===== src/rtl/manchester_pkg.sv =====
// Shared constants, state encoding and FIFO word layout for the
// Manchester receive path.
package manchester_pkg;

   localparam logic [7:0] FLAG     = 8'h7E;
   localparam logic [7:0] ESC      = 8'h7D;
   localparam logic [7:0] PREAMBLE = 8'h55;
   localparam logic [7:0] ESC_XOR  = 8'h20;

   typedef enum logic [1:0] {
      HUNT,
      PAYLOAD,
      ESCAPED,
      DISCARD
   } state_e;

   typedef struct packed {
      logic       user;
      logic       last;
      logic [7:0] data;
   } fifo_word_t;

endpackage


===== src/rtl/manchester_deframer_if.sv =====
// Byte stream in (no backpressure) and AXI-Stream payload out.
// The slave modport is the deframer's view; master is the environment's.
interface manchester_deframer_if;

   logic [7:0] s_axis_tdata;
   logic       s_axis_tvalid;
   logic [7:0] m_axis_tdata;
   logic       m_axis_tvalid;
   logic       m_axis_tready;
   logic       m_axis_tlast;
   logic       m_axis_tuser;

   modport slave (
      input  s_axis_tdata, s_axis_tvalid, m_axis_tready,
      output m_axis_tdata, m_axis_tvalid, m_axis_tlast, m_axis_tuser
   );

   modport master (
      output s_axis_tdata, s_axis_tvalid, m_axis_tready,
      input  m_axis_tdata, m_axis_tvalid, m_axis_tlast, m_axis_tuser
   );

endinterface


===== src/rtl/axis_sync_fifo.sv =====
// First-word-fall-through synchronous FIFO with registered full/empty.
// A write while full is accepted only when a read happens in the same cycle.
module axis_sync_fifo #(
   parameter int WIDTH = 10,
   parameter int DEPTH = 16
) (
   input  logic             clk,
   input  logic             rst_n,
   input  logic             wr_en,
   input  logic [WIDTH-1:0] wr_data,
   input  logic             rd_en,
   output logic [WIDTH-1:0] rd_data,
   output logic             full,
   output logic             empty
);

   localparam int AW = $clog2(DEPTH);

   logic [WIDTH-1:0] mem [DEPTH];
   logic [AW-1:0]    wr_ptr;
   logic [AW-1:0]    rd_ptr;
   logic [AW:0]      count;
   logic [AW:0]      count_d;
   logic             do_wr;
   logic             do_rd;

   assign do_rd   = rd_en && !empty;
   assign do_wr   = wr_en && (!full || do_rd);
   assign rd_data = mem[rd_ptr];

   always_comb begin
      count_d = count;
      if (do_wr && !do_rd) begin
         count_d = count + 1'b1;
      end else if (!do_wr && do_rd) begin
         count_d = count - 1'b1;
      end
   end

   always_ff @(posedge clk or negedge rst_n) begin
      if (!rst_n) begin
         wr_ptr <= '0;
         rd_ptr <= '0;
         count  <= '0;
         full   <= 1'b0;
         empty  <= 1'b1;
      end else begin
         if (do_wr) wr_ptr <= wr_ptr + 1'b1;
         if (do_rd) rd_ptr <= rd_ptr + 1'b1;
         count <= count_d;
         full  <= (count_d == (AW+1)'(DEPTH));
         empty <= (count_d == '0);
      end
   end

   always_ff @(posedge clk) begin
      if (do_wr) mem[wr_ptr] <= wr_data;
   end

endmodule


===== src/rtl/manchester_deframer.sv =====
// Frame hunter / unescaper turning decoded bytes into AXI-Stream packets,
// with in-band abort terminators and status pulses.
module manchester_deframer
   import manchester_pkg::*;
#(
   parameter int MAX_LEN = 256,
   parameter int DEPTH   = 16
) (
   input  logic                        aclk,
   input  logic                        aresetn,
   manchester_deframer_if.slave        bus,
   output logic                        frame_ok,
   output logic                        frame_err,
   output logic                        overflow
);

   localparam int             LW      = $clog2(MAX_LEN + 1);
   localparam logic [LW-1:0]  LEN_MAX = LW'(MAX_LEN);

   state_e        state_q, state_d;
   logic [7:0]    hold_q, hold_d;
   logic          hold_vld_q, hold_vld_d;
   logic [LW-1:0] len_q, len_d;
   logic          in_fifo_q, in_fifo_d;
   logic          term_q, term_d;
   logic          seen_q, seen_d;
   logic          ok_d, err_d, ovf_d;

   logic          push;
   fifo_word_t    push_word;
   fifo_word_t    head;
   logic          fifo_full;
   logic          fifo_empty;
   logic          pop;
   logic          can_push;
   logic          load;
   logic [7:0]    ld_byte;
   logic          abort;
   logic          abort_seen;
   logic          v;
   logic          is_flag;
   logic          is_esc;

   assign v        = bus.s_axis_tvalid;
   assign is_flag  = bus.s_axis_tdata == FLAG;
   assign is_esc   = bus.s_axis_tdata == ESC;
   assign pop      = !fifo_empty && bus.m_axis_tready;
   assign can_push = !fifo_full || pop;

   always_comb begin
      state_d    = state_q;
      hold_d     = hold_q;
      hold_vld_d = hold_vld_q;
      len_d      = len_q;
      in_fifo_d  = in_fifo_q;
      term_d     = term_q;
      seen_d     = seen_q;
      ok_d       = 1'b0;
      err_d      = 1'b0;
      ovf_d      = 1'b0;
      push       = 1'b0;
      push_word  = '0;
      load       = 1'b0;
      ld_byte    = '0;
      abort      = 1'b0;
      abort_seen = 1'b0;

      unique case (state_q)
         HUNT: begin
            if (v && is_flag) begin
               len_d     = '0;
               in_fifo_d = 1'b0;
               state_d   = PAYLOAD;
            end
         end
         PAYLOAD: begin
            if (v && is_flag) begin
               len_d     = '0;
               in_fifo_d = 1'b0;
               if (hold_vld_q && can_push) begin
                  push       = 1'b1;
                  push_word  = '{user: 1'b0, last: 1'b1, data: hold_q};
                  ok_d       = 1'b1;
                  hold_vld_d = 1'b0;
               end else if (hold_vld_q) begin
                  abort = 1'b1;
                  ovf_d = 1'b1;
               end
            end else if (v && is_esc) begin
               state_d = ESCAPED;
            end else if (v) begin
               load    = 1'b1;
               ld_byte = bus.s_axis_tdata;
            end
         end
         ESCAPED: begin
            if (v && is_flag) begin
               abort      = 1'b1;
               abort_seen = 1'b1;
            end else if (v) begin
               load    = 1'b1;
               ld_byte = bus.s_axis_tdata ^ ESC_XOR;
               state_d = PAYLOAD;
            end
         end
         DISCARD: begin
            // Once clean, the current byte is treated as if already in HUNT.
            if (!term_q && seen_q) begin
               state_d = HUNT;
               if (v && is_flag) begin
                  len_d     = '0;
                  in_fifo_d = 1'b0;
                  state_d   = PAYLOAD;
               end
            end else begin
               if (v && is_flag) seen_d = 1'b1;
               if (term_q && can_push) begin
                  push      = 1'b1;
                  push_word = '{user: 1'b1, last: 1'b1, data: 8'h00};
                  term_d    = 1'b0;
               end
            end
         end
         default: state_d = HUNT;
      endcase

      if (load) begin
         if (len_q == LEN_MAX) begin
            abort = 1'b1;
         end else if (hold_vld_q && !can_push) begin
            abort = 1'b1;
            ovf_d = 1'b1;
         end else begin
            if (hold_vld_q) begin
               push      = 1'b1;
               push_word = '{user: 1'b0, last: 1'b0, data: hold_q};
               in_fifo_d = 1'b1;
            end
            hold_d     = ld_byte;
            hold_vld_d = 1'b1;
            len_d      = len_q + 1'b1;
         end
      end

      if (abort) begin
         hold_vld_d = 1'b0;
         err_d      = 1'b1;
         term_d     = in_fifo_q;
         seen_d     = abort_seen;
         state_d    = DISCARD;
      end
   end

   always_ff @(posedge aclk or negedge aresetn) begin
      if (!aresetn) begin
         state_q    <= HUNT;
         hold_q     <= '0;
         hold_vld_q <= 1'b0;
         len_q      <= '0;
         in_fifo_q  <= 1'b0;
         term_q     <= 1'b0;
         seen_q     <= 1'b0;
         frame_ok   <= 1'b0;
         frame_err  <= 1'b0;
         overflow   <= 1'b0;
      end else begin
         state_q    <= state_d;
         hold_q     <= hold_d;
         hold_vld_q <= hold_vld_d;
         len_q      <= len_d;
         in_fifo_q  <= in_fifo_d;
         term_q     <= term_d;
         seen_q     <= seen_d;
         frame_ok   <= ok_d;
         frame_err  <= err_d;
         overflow   <= ovf_d;
      end
   end

   axis_sync_fifo #(
      .WIDTH (10),
      .DEPTH (DEPTH)
   ) u_fifo (
      .clk     (aclk),
      .rst_n   (aresetn),
      .wr_en   (push),
      .wr_data (push_word),
      .rd_en   (bus.m_axis_tready),
      .rd_data (head),
      .full    (fifo_full),
      .empty   (fifo_empty)
   );

   // Memory contents are unreset, so mask the head while empty.
   assign bus.m_axis_tvalid = !fifo_empty;
   assign bus.m_axis_tdata  = fifo_empty ? 8'h00 : head.data;
   assign bus.m_axis_tlast  = !fifo_empty && head.last;
   assign bus.m_axis_tuser  = !fifo_empty && head.user;

endmodule


===== src/flat_wrapper.sv =====
// flat-port wrapper written by rule: the top's interface ports become plain ports
module manchester_deframer_flat import manchester_pkg::*;
#(
   parameter int MAX_LEN = 256,
   parameter int DEPTH   = 16
)
  (aclk, aresetn, frame_ok, frame_err, overflow, bus_s_axis_tdata, bus_s_axis_tvalid, bus_m_axis_tready, bus_m_axis_tdata, bus_m_axis_tvalid, bus_m_axis_tlast, bus_m_axis_tuser);
  manchester_deframer_if bus_i ();
  input  logic aclk;
  input  logic aresetn;
  output logic frame_ok;
  output logic frame_err;
  output logic overflow;
  input wire logic [$bits(bus_i.s_axis_tdata)-1:0] bus_s_axis_tdata;
  input wire logic [$bits(bus_i.s_axis_tvalid)-1:0] bus_s_axis_tvalid;
  input wire logic [$bits(bus_i.m_axis_tready)-1:0] bus_m_axis_tready;
  output wire logic [$bits(bus_i.m_axis_tdata)-1:0] bus_m_axis_tdata;
  output wire logic [$bits(bus_i.m_axis_tvalid)-1:0] bus_m_axis_tvalid;
  output wire logic [$bits(bus_i.m_axis_tlast)-1:0] bus_m_axis_tlast;
  output wire logic [$bits(bus_i.m_axis_tuser)-1:0] bus_m_axis_tuser;
  assign bus_i.s_axis_tdata = bus_s_axis_tdata;
  assign bus_i.s_axis_tvalid = bus_s_axis_tvalid;
  assign bus_i.m_axis_tready = bus_m_axis_tready;
  assign bus_m_axis_tdata = bus_i.m_axis_tdata;
  assign bus_m_axis_tvalid = bus_i.m_axis_tvalid;
  assign bus_m_axis_tlast = bus_i.m_axis_tlast;
  assign bus_m_axis_tuser = bus_i.m_axis_tuser;
  manchester_deframer #(.MAX_LEN(MAX_LEN), .DEPTH(DEPTH)) u_core (.aclk(aclk), .aresetn(aresetn), .bus(bus_i), .frame_ok(frame_ok), .frame_err(frame_err), .overflow(overflow));
endmodule

===== config.mk =====
export PLATFORM = sky130hd
export DESIGN_NAME = manchester_deframer_flat
export DESIGN_NICKNAME = d
export VERILOG_FILES = /design/src/rtl/manchester_pkg.sv /design/src/rtl/manchester_deframer_if.sv /design/src/rtl/axis_sync_fifo.sv /design/src/rtl/manchester_deframer.sv /design/src/flat_wrapper.sv
export SDC_FILE = /design/constraint.sdc
export NUM_CORES = 1
export LEC_CHECK = 0
export BUFFER_PORTS_ARGS = -buffer_cell sky130_fd_sc_hd__clkbuf_2
export CORE_UTILIZATION = 40
export DETAILED_ROUTE_END_ITERATION = 12
export PLACE_DENSITY = 0.64
export SYNTH_ARGS = -nofsm -noshare
export SYNTH_HDL_FRONTEND = slang
export SYNTH_SLANG_ARGS = --single-unit

===== constraint.sdc =====
create_clock -name aclk -period 6.26 [get_ports aclk]
set_clock_uncertainty 0.05 [all_clocks]
set_input_delay 0 -clock aclk [delete_from_list [all_inputs] [get_ports aclk]]
set_output_delay 0 -clock aclk [all_outputs]
set_load 0.02 [all_outputs]

==> results.sh <==
export IMPL_wl_per_cell_um=21.4
export IMPL_worst_hold_path_type="primary input to async pin"
export IMPL_grt_pass1_wl_mm=27.0
export IMPL_portBuffers=25
export IMPL_min_period_ps=3300
export IMPL_cts_buffers=22
export IMPL_num_vias=4361
export IMPL_clock_sinks=201
export IMPL_synth_distinct_cells=53
export IMPL_syn_avg_cell_area_sq_um=17.7
export IMPL_netlist_area_sq_mm=0.00849
export IMPL_postPlaceCellArea_sq_mm=0.00889
export IMPL_cp_max_fo=19
export IMPL_outcome="complete, no violations"
export IMPL_grt_max_degree=44
export IMPL_multi_input_area_sq_mm=0.00253
export IMPL_relSlewSlack=0.203
export IMPL_regArea_sq_mm=0.00583
export IMPL_grtUsageMet3=0.0302
export IMPL_htree_levels=1
export IMPL_maxClockFrequency_mhz=303
export IMPL_fin_nets=551
export IMPL_met2_usage=0.276
export IMPL_setup_viol=0
export IMPL_arrival_ps=3390
export IMPL_yosysSeqAreaShare=0.687
export IMPL_boundaryPins=26
export IMPL_required_ps=6360
export IMPL_dp_hpwl_mm=11.3
export IMPL_clock_root_buffer="clkbuf_16"
export IMPL_grtUsageMet1=0.230
export IMPL_reg2reg_slack_ps=2960
export IMPL_start_kind="flop"
export IMPL_fin_setup_tns_ps=0
export IMPL_clk_pin_slew_ps=60
export IMPL_yosys_warnings=0
export IMPL_final_max_slew_viol_count=0
export IMPL_syn_inst=481
export IMPL_syn_num_nets=507
export IMPL_core_rowCount=52
export IMPL_top_usage_layer="met2"
export IMPL_die_width_um=148
export IMPL_rsz0062_at_grt="false"
export IMPL_cts_buffer_depth=3
export IMPL_clk_latency_ps=490
export IMPL_grt_pass1_vias=4509
export IMPL_ir_drop_uv=222
export IMPL_period_share=0.527
export IMPL_insertedDiodeCount=0
export IMPL_cap_viol_max_count=0
export IMPL_power_density_mw_per_mm2=444
export IMPL_leakagePower_nw=3.39
export IMPL_start_util=0.414
export IMPL_fillCellCount=1726
export IMPL_ant_nets=0
export IMPL_synth_edff_count=160
export IMPL_drt_iter0_markers=320
export IMPL_drive_gt1_frac=0.243
export IMPL_antenna_found_initial=0
export IMPL_firstDrtPassIters=4
export IMPL_worstSetupPathType="flop to flop"
export IMPL_cts_tree="built"
export IMPL_synthToLayoutAreaGrowth_pct=13.9
export IMPL_dieArea_sq_mm=0.0218
export IMPL_wirelength_mm=17.3
export IMPL_coreArea_sq_mm=0.0205
export IMPL_synth_top_flop_cell="edfxtp_1"
export IMPL_cts_setup_buffers=0
export IMPL_critPathCaptureType="flop"
export IMPL_track_usage=0.166
export IMPL_hold_viol=0
export IMPL_async_reset_ff_frac=0.204
export IMPL_gp_congestion=0.793
export IMPL_fin_hold_ws_ps=63.5
export IMPL_viasPerCell=5.39
export IMPL_design_area_sq_mm=0.00967
export IMPL_drc_errors=0
export IMPL_overflow=0
export IMPL_r2r_start="u_core.state_q[1]"
export IMPL_ys_ff_latch=201
export IMPL_max_slew_worst_pin_slew_ps=1190
export IMPL_die_h_um=148
export IMPL_worstSetupStartpoint="u_core.state_q[1]"
-- cell type report --
class	instances	area share
flip-flops and latches	201	0.603
multi-input cells	249	0.262
clock buffers	27	0.0589
well taps	270	0.0349
repair buffers	39	0.0269
clock inverters	11	0.00957
inverters	12	0.00466
-- cells in the final DEF (no fill, tap or decap), types with 7 or more instances in the layout --
| cell | instances |
|---|---|
| dlygate4sd3_1 | 12 |
| nand2_1 | 26 |
| o21ai_0 | 13 |
| dfrtp_1 | 38 |
| and2_1 | 28 |
| mux4_2 | 50 |
| inv_1 | 12 |
| ha_1 | 14 |
| nand3_1 | 11 |
| edfxtp_1 | 160 |
| clkbuf_2 | 25 |
| mux2_2 | 7 |
| nor2_1 | 16 |
| clkbuf_16 | 22 |
| and3_1 | 9 |
| mux2i_1 | 9 |
| xnor2_1 | 7 |
-- path summary, 6_finish.rpt --
check / cells past startpoint / endpoint
setup / recovery: 9 / u_core.u_fifo.mem[1][0]
max in group asynchronous: 3 / u_core.u_fifo.rd_ptr[1]
hold / removal: 3 / u_core.len_q[1]
setup reg to reg: 9 / u_core.u_fifo.mem[1][0]
min in group aclk: 3 / u_core.hold_q[2]
hold reg to reg: 1 / u_core.len_q[8]
-- critical path, stage by stage (launching register included) --
cell and delay [ps]:
dfrtp_1 410, inv_1 110, ha_1 380, nor2_1 100
a31oi_2 190, nand3_2 180, o21ai_4 450, nor2b_1 300
nor2b_1 270, and2_1 490
-- per-stage QoR --
| step | std cells | util | power [mW] | setup slack (ps) |
|---|---|---|---|---|
| finish | 809 | 0.472 | 4.30 | 2960 |
| global route | 809 | 0.472 | 4.51 | 2690 |
| CTS | 809 | 0.472 | 4.35 | 2930 |
| detailed placement | 759 | 0.434 | 3.15 | 2980 |
| global placement | 759 | 0.434 | 3.11 | 3100 |
| floorplan | 481 | - | 2.74 | 3670 |
-- registers in the layout (all words and copies together), names as in the netlist, 2 cells and up --
signal,flops
u_core.hold_q,8
u_core.len_q,9
u_core.state_q,2
u_core.u_fifo.count,5
u_core.u_fifo.mem,160
u_core.u_fifo.rd_ptr,4
u_core.u_fifo.wr_ptr,4
-- power breakdown --
part	switching (mW)	leakage, nW	internal (mW)
logic	0.697	1.11	0.602
clock network	0.502	0.321	0.688
registers	0.187	1.96	1.62
total	1.39	3.39	2.91
-- timing repair --
action | in CTS | in global routing
resized for setup | 0 | 0
hold buffers | 12 | 0
endpoints found under the hold margin | 55 | 0
-- layer usage --
layer  routed length (um)  part of all wire  vias up
met5                    0                 0        -
met4                  303             0.017        0
met3                  792             0.046       20
met2                 8620              0.50       96
met1                 7600              0.44     2272
li1                     -                 -     1973
-- synth_stat cells (6+ instances only) --
cell type | count | area [sq um]
nand2_1 | 26 | 97.6
ha_1 | 14 | 175
nand4_1 | 6 | 37.5
dfrtp_1 | 40 | 1000
mux2i_1 | 9 | 90.1
inv_1 | 12 | 45.0
and2_1 | 28 | 175
buf_2 | 7 | 35.0
clkbuf_1 | 9 | 33.8
edfxtp_1 | 160 | 4800
nor2_1 | 16 | 60.1
and3_1 | 9 | 56.3
xnor2_1 | 7 | 61.3
mux4_2 | 50 | 1130
nand3_1 | 11 | 55.1
o21ai_0 | 13 | 65.1
mux2_2 | 7 | 78.8
a21oi_1 | 6 | 30.0
-- kinds of logic after synthesis --
kind of cell    after synthesis  synth area share
compound gates               37            0.0301
flops                       201             0.687
simple gates                119            0.0806
fa+ha+maj                    16            0.0230
xor+xnor                     11            0.0113
mux                          66             0.153
buf+inv                      31            0.0156
No activity file was read; power rests on OpenSTA's default activity.
